File: src/rtl/speicher_schnittstelle.sv
// Single-port memory bus master serving instruction fetch, data load and data store.
// Level-held requests in, one-cycle done pulses out, watchdog bounds every access.
module speicher_schnittstelle #(
  parameter int ADRESS_BREITE = 32,
  parameter int DATEN_BREITE  = 32,
  parameter int TIMEOUT       = 255
) (
  input  logic                     Clock,
  input  logic                     Reset,
  input  logic                     LoadBefehlSignal,
  input  logic                     LoadDatenSignal,
  input  logic                     StoreDatenSignal,
  input  logic [ADRESS_BREITE-1:0] PC,
  input  logic [ADRESS_BREITE-1:0] Adresse,
  input  logic [DATEN_BREITE-1:0]  SchreibDaten,
  output logic [DATEN_BREITE-1:0]  Befehl,
  output logic [DATEN_BREITE-1:0]  LeseDaten,
  output logic                     BefehlGeladen,
  output logic                     DatenGeladen,
  output logic                     DatenGespeichert,
  output logic                     Zeitueberschreitung,
  output logic [ADRESS_BREITE-1:0] MemAdresse,
  output logic [DATEN_BREITE-1:0]  MemSchreibDaten,
  output logic                     MemLesen,
  output logic                     MemSchreiben,
  input  logic [DATEN_BREITE-1:0]  MemLeseDaten,
  input  logic                     MemBereit
);

  localparam int            CW        = (TIMEOUT > 0) ? $clog2(TIMEOUT + 1) : 1;
  localparam bit            WD_AN     = (TIMEOUT != 0);
  localparam logic [CW-1:0] CNT_LETZT = (TIMEOUT > 0) ? CW'(TIMEOUT - 1) : '0;

  typedef enum logic [2:0] {IDLE, LESEN_B, LESEN_D, SCHREIBEN, FERTIG} zustand_t;

  zustand_t r_zustand, w_naechster;
  logic     w_zugriff, w_ablauf;
  logic [CW-1:0] r_cnt;

  logic [DATEN_BREITE-1:0]  r_befehl, r_lese, r_wdat;
  logic [ADRESS_BREITE-1:0] r_adr;
  logic r_bgel, r_dgel, r_dgesp, r_timeout, r_lesen, r_schreiben;

  always_ff @(posedge Clock or posedge Reset) begin
    if (Reset) r_zustand <= IDLE;
    else       r_zustand <= w_naechster;
  end

  // The access state itself records the access kind, so no separate kind register.
  always_comb begin
    w_naechster = r_zustand;
    w_ablauf    = 1'b0;
    w_zugriff   = 1'b0;
    case (r_zustand)
      IDLE: begin
        if (StoreDatenSignal)      w_naechster = SCHREIBEN;
        else if (LoadDatenSignal)  w_naechster = LESEN_D;
        else if (LoadBefehlSignal) w_naechster = LESEN_B;
      end
      LESEN_B, LESEN_D, SCHREIBEN: begin
        w_zugriff = 1'b1;
        if (MemBereit) begin
          w_naechster = FERTIG;
        end else if (WD_AN && (r_cnt == CNT_LETZT)) begin
          w_ablauf    = 1'b1;
          w_naechster = FERTIG;
        end
      end
      FERTIG:  w_naechster = IDLE;
      default: w_naechster = IDLE;
    endcase
  end

  always_ff @(posedge Clock or posedge Reset) begin
    if (Reset) begin
      r_cnt       <= '0;
      r_adr       <= '0;
      r_wdat      <= '0;
      r_befehl    <= '0;
      r_lese      <= '0;
      r_bgel      <= 1'b0;
      r_dgel      <= 1'b0;
      r_dgesp     <= 1'b0;
      r_timeout   <= 1'b0;
      r_lesen     <= 1'b0;
      r_schreiben <= 1'b0;
    end else begin
      r_lesen     <= (w_naechster == LESEN_B) || (w_naechster == LESEN_D);
      r_schreiben <= (w_naechster == SCHREIBEN);
      r_bgel      <= (w_naechster == FERTIG) && (r_zustand == LESEN_B);
      r_dgel      <= (w_naechster == FERTIG) && (r_zustand == LESEN_D);
      r_dgesp     <= (w_naechster == FERTIG) && (r_zustand == SCHREIBEN);

      if (r_zustand == IDLE && w_naechster != IDLE) begin
        r_adr  <= (w_naechster == LESEN_B) ? PC : Adresse;
        r_wdat <= SchreibDaten;
      end

      if (w_zugriff && !MemBereit) r_cnt <= r_cnt + 1'b1;
      else if (r_zustand == FERTIG) r_cnt <= '0;

      // A timed-out read leaves a defined zero rather than stale bus data.
      if (w_zugriff && (MemBereit || w_ablauf)) begin
        if (r_zustand == LESEN_B) r_befehl <= MemBereit ? MemLeseDaten : '0;
        if (r_zustand == LESEN_D) r_lese   <= MemBereit ? MemLeseDaten : '0;
      end
      if (w_ablauf) r_timeout <= 1'b1;
    end
  end

  assign Befehl              = r_befehl;
  assign LeseDaten           = r_lese;
  assign BefehlGeladen       = r_bgel;
  assign DatenGeladen        = r_dgel;
  assign DatenGespeichert    = r_dgesp;
  assign Zeitueberschreitung = r_timeout;
  assign MemAdresse          = r_adr;
  assign MemSchreibDaten     = r_wdat;
  assign MemLesen            = r_lesen;
  assign MemSchreiben        = r_schreiben;

endmodule

File: config.mk
export PLATFORM = sky130hd
export DESIGN_NAME = speicher_schnittstelle
export DESIGN_NICKNAME = d
export VERILOG_FILES = /design/src/rtl/speicher_schnittstelle.sv
export SDC_FILE = /design/constraint.sdc
export NUM_CORES = 1
export LEC_CHECK = 0
export ABC_CLOCK_PERIOD_IN_PS = 12500
export CORE_MARGIN = 1.5
export CORE_UTILIZATION = 44
export DETAILED_ROUTE_END_ITERATION = 7
export GPL_ROUTABILITY_DRIVEN = 0
export GPL_TIMING_DRIVEN = 0
export HOLD_SLACK_MARGIN = 0.02
export PLACE_DENSITY = 0.94
export SLEW_MARGIN = 20
export SYNTH_ARGS = -nofsm -noshare
export SYNTH_HDL_FRONTEND = slang
export SYNTH_SLANG_ARGS = --single-unit
File: constraint.sdc
create_clock -name Clock -period 12.5 [get_ports Clock]
set_input_delay 1.875 -clock Clock [delete_from_list [all_inputs] [get_ports Clock]]
set_output_delay 1.875 -clock Clock [all_outputs]
set_load 0.01 [all_outputs]
==> results of run 1 <==
## through the flow
| stage | hold WS, ns | power, µW |
|---|---|---|
| after floorplan | 0.460 | 1270 |
| after global placement | 0.457 | 1800 |
| after detailed placement | 0.457 | 1860 |
| after CTS | 0.476 | 2360 |
| after global routing | 0.494 | 2470 |
| final | 0.475 | 2350 |
## power groups by stage
stage / clock network, µW / registers [µW] / logic (µW)
2_1_floorplan: 0 / 896 / 370
3_3_place_gp: 0 / 797 / 1000
3_5_place_dp: 0 / 818 / 1040
4_1_cts: 498 / 813 / 1050
5_1_grt: 516 / 837 / 1120
6_report: 491 / 815 / 1040
## worst min path at each step
stage | from | end | slack [ns] | cells after the start
after global placement | Zeitueberschreitung | Zeitueberschreitung | 0.46 | 1
after floorplan | r_cnt[4] | r_cnt[4] | 0.46 | 1
after CTS | Zeitueberschreitung | Zeitueberschreitung | 0.48 | 1
final | Zeitueberschreitung | Zeitueberschreitung | 0.47 | 1
after global routing | MemSchreibDaten[25] | MemSchreibDaten[25] | 0.49 | 1
after detailed placement | Zeitueberschreitung | Zeitueberschreitung | 0.46 | 1
## per-layer routing
layer  track usage (%)  wire length, µm  up-vias
met2              47.8             9410      281
met1              29.8             6390     2463
li1                  -                -     2201
met3              7.42             1350       53
met4              13.2              627        0
met5                 0                0        -
## cell families (layout without fill, tap and decap cells)
kind of cell             Yosys count  after routing  share of synthesized area (%)
AO/OA/AOI/OAI                    109            109                           16.4
XOR/XNOR                           1              1                          0.156
adder cells (fa/ha/maj)            2              2                          0.444
buffers and inverters             40            339                           3.40
flip-flops                       145            145                           64.5
multiplexers                      38             38                           7.51
AND/OR/NAND/NOR                   96             96                           7.65
## final cells by class
type	instances	area (µm²)
Buffer	34	169
Clock buffer	21	460
Clock inverter	10	111
Fill cell	831	3440
Inverter	6	30.0
Multi-Input combinational cell	246	1810
Sequential cell	145	3630
Tap cell	172	215
Timing Repair Buffer	268	2700
## cell usage in the layout (no fill, tap or decap), types with 2 or more instances in the layout
cell and count:
o21ai_0 6, nor3_1 2, mux2i_1 4, nand3_1 5
buf_6 3, clkinv_2 4, a21o_1 2, clkbuf_8 2
inv_2 3, clkbuf_1 22, dfrtp_1 145, buf_2 9
clkbuf_16 17, clkdlybuf4s50_1 267, nor2_1 66, o22ai_1 32
buf_4 2, nand4_1 2, nor3_2 4, inv_1 2
clkinvlp_4 3, o21ai_1 2, mux2_2 2, nand2_1 9
a32o_1 64, bufinv_16 2, mux2_1 32, ha_1 2
## flip-flops by register name, indices dropped and copies added, names as in the netlist
signal / flops
DatenGeladen: 1
DatenGespeichert: 1
Befehl: 32
BefehlGeladen: 1
MemSchreibDaten: 32
MemLesen: 1
MemSchreiben: 1
r_cnt: 8
LeseDaten: 32
Zeitueberschreitung: 1
r_zustand: 3
MemAdresse: 32
==> flow_metrics.tcl, run 1 <==
set metrics [dict create \
    status "complete, no violations" \
    setup_tns_ns 0 \
    fin_crit_ns 3.26 \
    synth_nets 567 \
    placed_cell_area_um2 8550 \
    initial_core_util_pct 44.8 \
    p_int_uw 1570 \
    async_reset_ff_share_pct 100 \
    timing.rr.start "r_cnt[0]" \
    drt-total-wl_um 17800 \
    peakVddDrop_v 0.000144 \
    die_area_um2 13500 \
    drive_gt1_share_pct 7.40 \
    pin_count 268 \
    clk-insertion-delay-late_ns 0.42 \
    grt_max_degree 83 \
    hold_path.class "reg -> reg" \
    yosys-top-cells-area "dfrtp_1 (64%), a32o_1 (11%), mux2_1 (6.4%)" \
    synth_top_area_share_pct 64.5 \
    r2r_cells 7 \
    synth_area_um2 5630 \
    crit_arrival_ns 3.61 \
    drt-vias-per-instance 5.54 \
    synth.distinct_cells 34 \
    worst-path-buf-inv 2 \
    post_cts_buffers 0 \
    ant_nets 0 \
    swShare_pct 33.3 \
    yosys.area.top_type "dfrtp_1" \
    area_growth_pct 62.1 \
    die_w_um 116 \
    syn-mean-instance-area_um2 13.1 \
    drc 0 \
    synthCells 431 \
    core_um2 12600 \
    hold_buffers 0 \
    pre_cts_ws_ns 8.81 \
    synth.top_cells.by_count "dfrtp_1 (145), nor2_1 (66), a32o_1 (64), mux2_1 (32), o22ai_1 (32)" \
    cts_tree "built" \
    ctsRootBufferMaster "clkbuf_16" \
    critical_path_depth 5 \
    crit_path_cell_trace "clkdlybuf4s50_1 -> o21ai_1 -> clkbuf_1 -> o22ai_1 -> nor2_1" \
    antenna_found_initial 0 \
    synth_ff_type "dfrtp_1" \
    critPathMaxFanout 10 \
    fin_util_pct 72.6 \
    post-route-period-util_pct 26.1 \
    dp.final_hpwl_um 13100 \
    grt.total_usage_pct 26.9 \
    critPathLaunchType "input port" \
    required_ns 12.85 \
    rrSetupSlack_ns 10.56 \
    overflow 0 \
    setup_ws_ns 9.24 \
    finalSetupViolations 0 \
    numCtsBuffers 17 \
    dp.cells 871 \
    p_leak_uw 0.00378 \
    rsz0062_at_grt "no" \
    seqPwrFrac_pct 34.7 \
    p_sw_uw 782 \
    crit_start "StoreDatenSignal" \
    synth_seq_cells 145 \
    nets 854 \
    share_comb_of_total_power_pct 44.5 \
    antenna_cells 0 \
    setup.worst_path.class "in -> reg" \
    p_per_area_nw_per_um2 258 \
    cts_sinks 145 \
    finalHoldViolCount 0 \
    grt_pass1_vias 5282 \
    slew_headroom_pct 60.5 \
    finalNonFillerCells 902 \
    clockPowerShare_pct 20.9 \
    row_count 41 \
    initialDrtViolationCount 310 \
    final_max_slew_viol_count 0 \
    wire_per_inst_um 19.7 \
    yosys_warnings 0 \
    port_buffers 267 \
    design_area_um2 9120 \
    post_cts_resized 0 \
    fin_skew_ns 0.00910 \
    critPathMaxStageDelay_ns 0.50 \
    die_height_um 116 \
    endpoint "MemAdresse[27]" \
    tightest_slew_ns 0.587 \
    cts_max_path_buffers 2 \
    yosysMostFrequentCell "dfrtp_1" \
    grt_pass1_wl_um 27100 \
    worstSetupEndpointType "flip-flop" \
    cp_slowest_cell "o21ai_1" \
    yosysSeqAreaShare_pct 64.5 \
    cap_violations 0 \
    first_pass_iters 7 \
    fmax_mhz 306 \
    synth-edff-count 0 \
    reg2reg_to "LeseDaten[2]" \
    dr_total_vias 4998 \
    h-tree-depth 4 \
    path_clk_slew_ns 0.06 \
    cp_top_family "buffers and inverters" \
]
No activity file was read; power rests on OpenSTA's default activity.
==> run 2: changes to the inputs <==
- ABC_CLOCK_PERIOD_IN_PS: 12500 -> 3210
- CORE_UTILIZATION: 44 -> 41
- PLACE_DENSITY: 0.94 -> 0.89
- clock period: 12.5 -> 3.21 ns (I/O delays scaled with it)
==> run 2 against run 1 <==
- global-route usage fell by 2.7 points
- largest cell class unchanged
- utilization fell by 3.5 points
- via count fell by 0.82%
- flip-flop and latch count did not move
- critical endpoint is now LeseDaten[10]
- count of clock-buffer cells in the layout rose by 2
==> flow_metrics.tcl, run 2 (same netlist as run 1, synthesis figures left out) <==
set metrics [dict create \
    status "complete, no violations" \
    drive_gt1_share_pct 7.77 \
    initial_core_util_pct 42.3 \
    grt_max_degree 37 \
    rsz0062_at_grt "no" \
    worstSetupEndpointType "flip-flop" \
    clockPowerShare_pct 21.1 \
    critPathMaxFanout 10 \
    wl_met3_um 1110 \
    clk-insertion-delay-late_ns 0.42 \
    path_clk_slew_ns 0.06 \
    share_comb_of_total_power_pct 44.3 \
    setup.worst_path.class "reg -> reg" \
    cts_max_path_buffers 2 \
    area_growth_pct 63.3 \
    post_cts_resized 0 \
    wl_met1_um 6540 \
    fmax_mhz 508 \
    cts_sinks 145 \
    numCtsBuffers 17 \
    dr_total_vias 4957 \
    peakVddDrop_v 0.000412 \
    p_sw_uw 3030 \
    post-route-period-util_pct 61.4 \
    finalHoldViolCount 0 \
    finalNonFillerCells 910 \
    crit_start "r_cnt[0]" \
    p_int_uw 6140 \
    ctsRootBufferMaster "clkbuf_16" \
    critPathLaunchType "flip-flop" \
    design_area_um2 9190 \
    post_cts_buffers 0 \
    ant_nets 0 \
    setup_tns_ns 0 \
    die_height_um 120 \
    total_power_uw 9170 \
    port_buffers 267 \
    grt_pass1_wl_um 27200 \
    timing.rr.start "r_cnt[0]" \
    dp.final_hpwl_um 12900 \
    placed_cell_area_um2 8610 \
    core_um2 13300 \
    swShare_pct 33.0 \
    final_cell_mix "clkdlybuf4s50_1 (267), dfrtp_1 (145), nor2_1 (66), a32o_1 (64)" \
    overflow 0 \
    fin_skew_ns 0.00890 \
    die_area_um2 14400 \
    finalSetupViolations 0 \
    r2r_cells 7 \
    antenna_found_initial 0 \
    seqPwrFrac_pct 34.6 \
    initialDrtViolationCount 412 \
    reg2reg_to "LeseDaten[10]" \
    p_leak_uw 0.00380 \
    routed.top_layer "met4" \
    pin_count 268 \
    tightest_slew_ns 0.660 \
    drc 0 \
    rrSetupSlack_ns 1.24 \
    cap_violations 0 \
    nets 857 \
    fin_crit_ns 1.97 \
    cts_tree "built" \
    required_ns 3.51 \
    drt-vias-per-instance 5.45 \
    fin_util_pct 69.1 \
    p_per_area_nw_per_um2 998 \
    grt.total_usage_pct 24.2 \
    crit_arrival_ns 2.27 \
    wire_per_inst_um 19.2 \
    slew_headroom_pct 55.5 \
    h-tree-depth 4 \
    hold_buffers 0 \
    drt-total-wl_um 17400 \
    row_count 42 \
    first_pass_iters 5 \
    dp.cells 878 \
    route.met2.wl_um 9200 \
    die_w_um 120 \
    final_common_cell "clkdlybuf4s50_1" \
    final_max_slew_viol_count 0 \
    antenna_cells 0 \
    grt_pass1_vias 5214 \
    hold_path.class "in -> async" \
]
-- run 2: changes by cell type in the layout (fill, tap and decap cells not counted) --
| cell | before | now |
|---|---|---|
| clkinvlp_4 | 3 | 4 |
| inv_8 | 1 | 0 |
| clkbuf_8 | 2 | 3 |
| buf_12 | 0 | 4 |
| clkbuf_1 | 22 | 23 |
| buf_16 | 1 | 0 |
| clkinv_2 | 4 | 3 |
-- run 2: metal layers --
layer / global-route usage [%] / vias to the layer above
li1: - / 2211
met1: 28.3 / 2472
met2: 42.3 / 230
met3: 5.38 / 44
met4: 11.7 / 0
met5: 0 / -
-- run 2: final cells by class --
class	instances	area (µm²)
Multi-Input combinational cell	246	1810
Tap cell	176	220
Fill cell	920	4110
Clock inverter	9	106
Inverter	6	26.3
Timing Repair Buffer	271	2750
Clock buffer	23	478
Buffer	34	169
Sequential cell	145	3630
-- run 2: worst max-delay path, stage by stage, from the launching register on --
cell and delay (ns):
dfrtp_1 0.44, inv_1 0.12, ha_1 0.19, nand3_1 0.11, o21bai_1 0.27, nand2_1 0.23, buf_2 0.27, a32o_1 0.23
-- run 2: worst max path at each step --
stage / cells after the start / slack [ns] / endpoint
global placement: 2 / -0.18 / Befehl[20]
global route: 7 / 1.11 / LeseDaten[3]
floorplan: 1 / 0.91 / BefehlGeladen
finish: 7 / 1.24 / LeseDaten[10]
CTS: 7 / 1.28 / LeseDaten[10]
detailed placement: 5 / 0.94 / MemAdresse[10]
-- run 2: per-stage QoR --
step	hold WS (ns)	worst slack, ns
3_5_place_dp	0.457	0.940
6_report	0.465	1.24
2_1_floorplan	0.460	0.909
5_1_grt	0.498	1.11
3_3_place_gp	0.467	-0.177
4_1_cts	0.462	1.28
-- run 2: power groups by stage --
stage	sequential, µW	combinational [µW]	clock, µW
after floorplan	3490	1440	0
after global placement	3120	3920	0
after detailed placement	3190	4060	0
after CTS	3170	4090	1960
after global routing	3270	4320	2040
final	3170	4060	1940
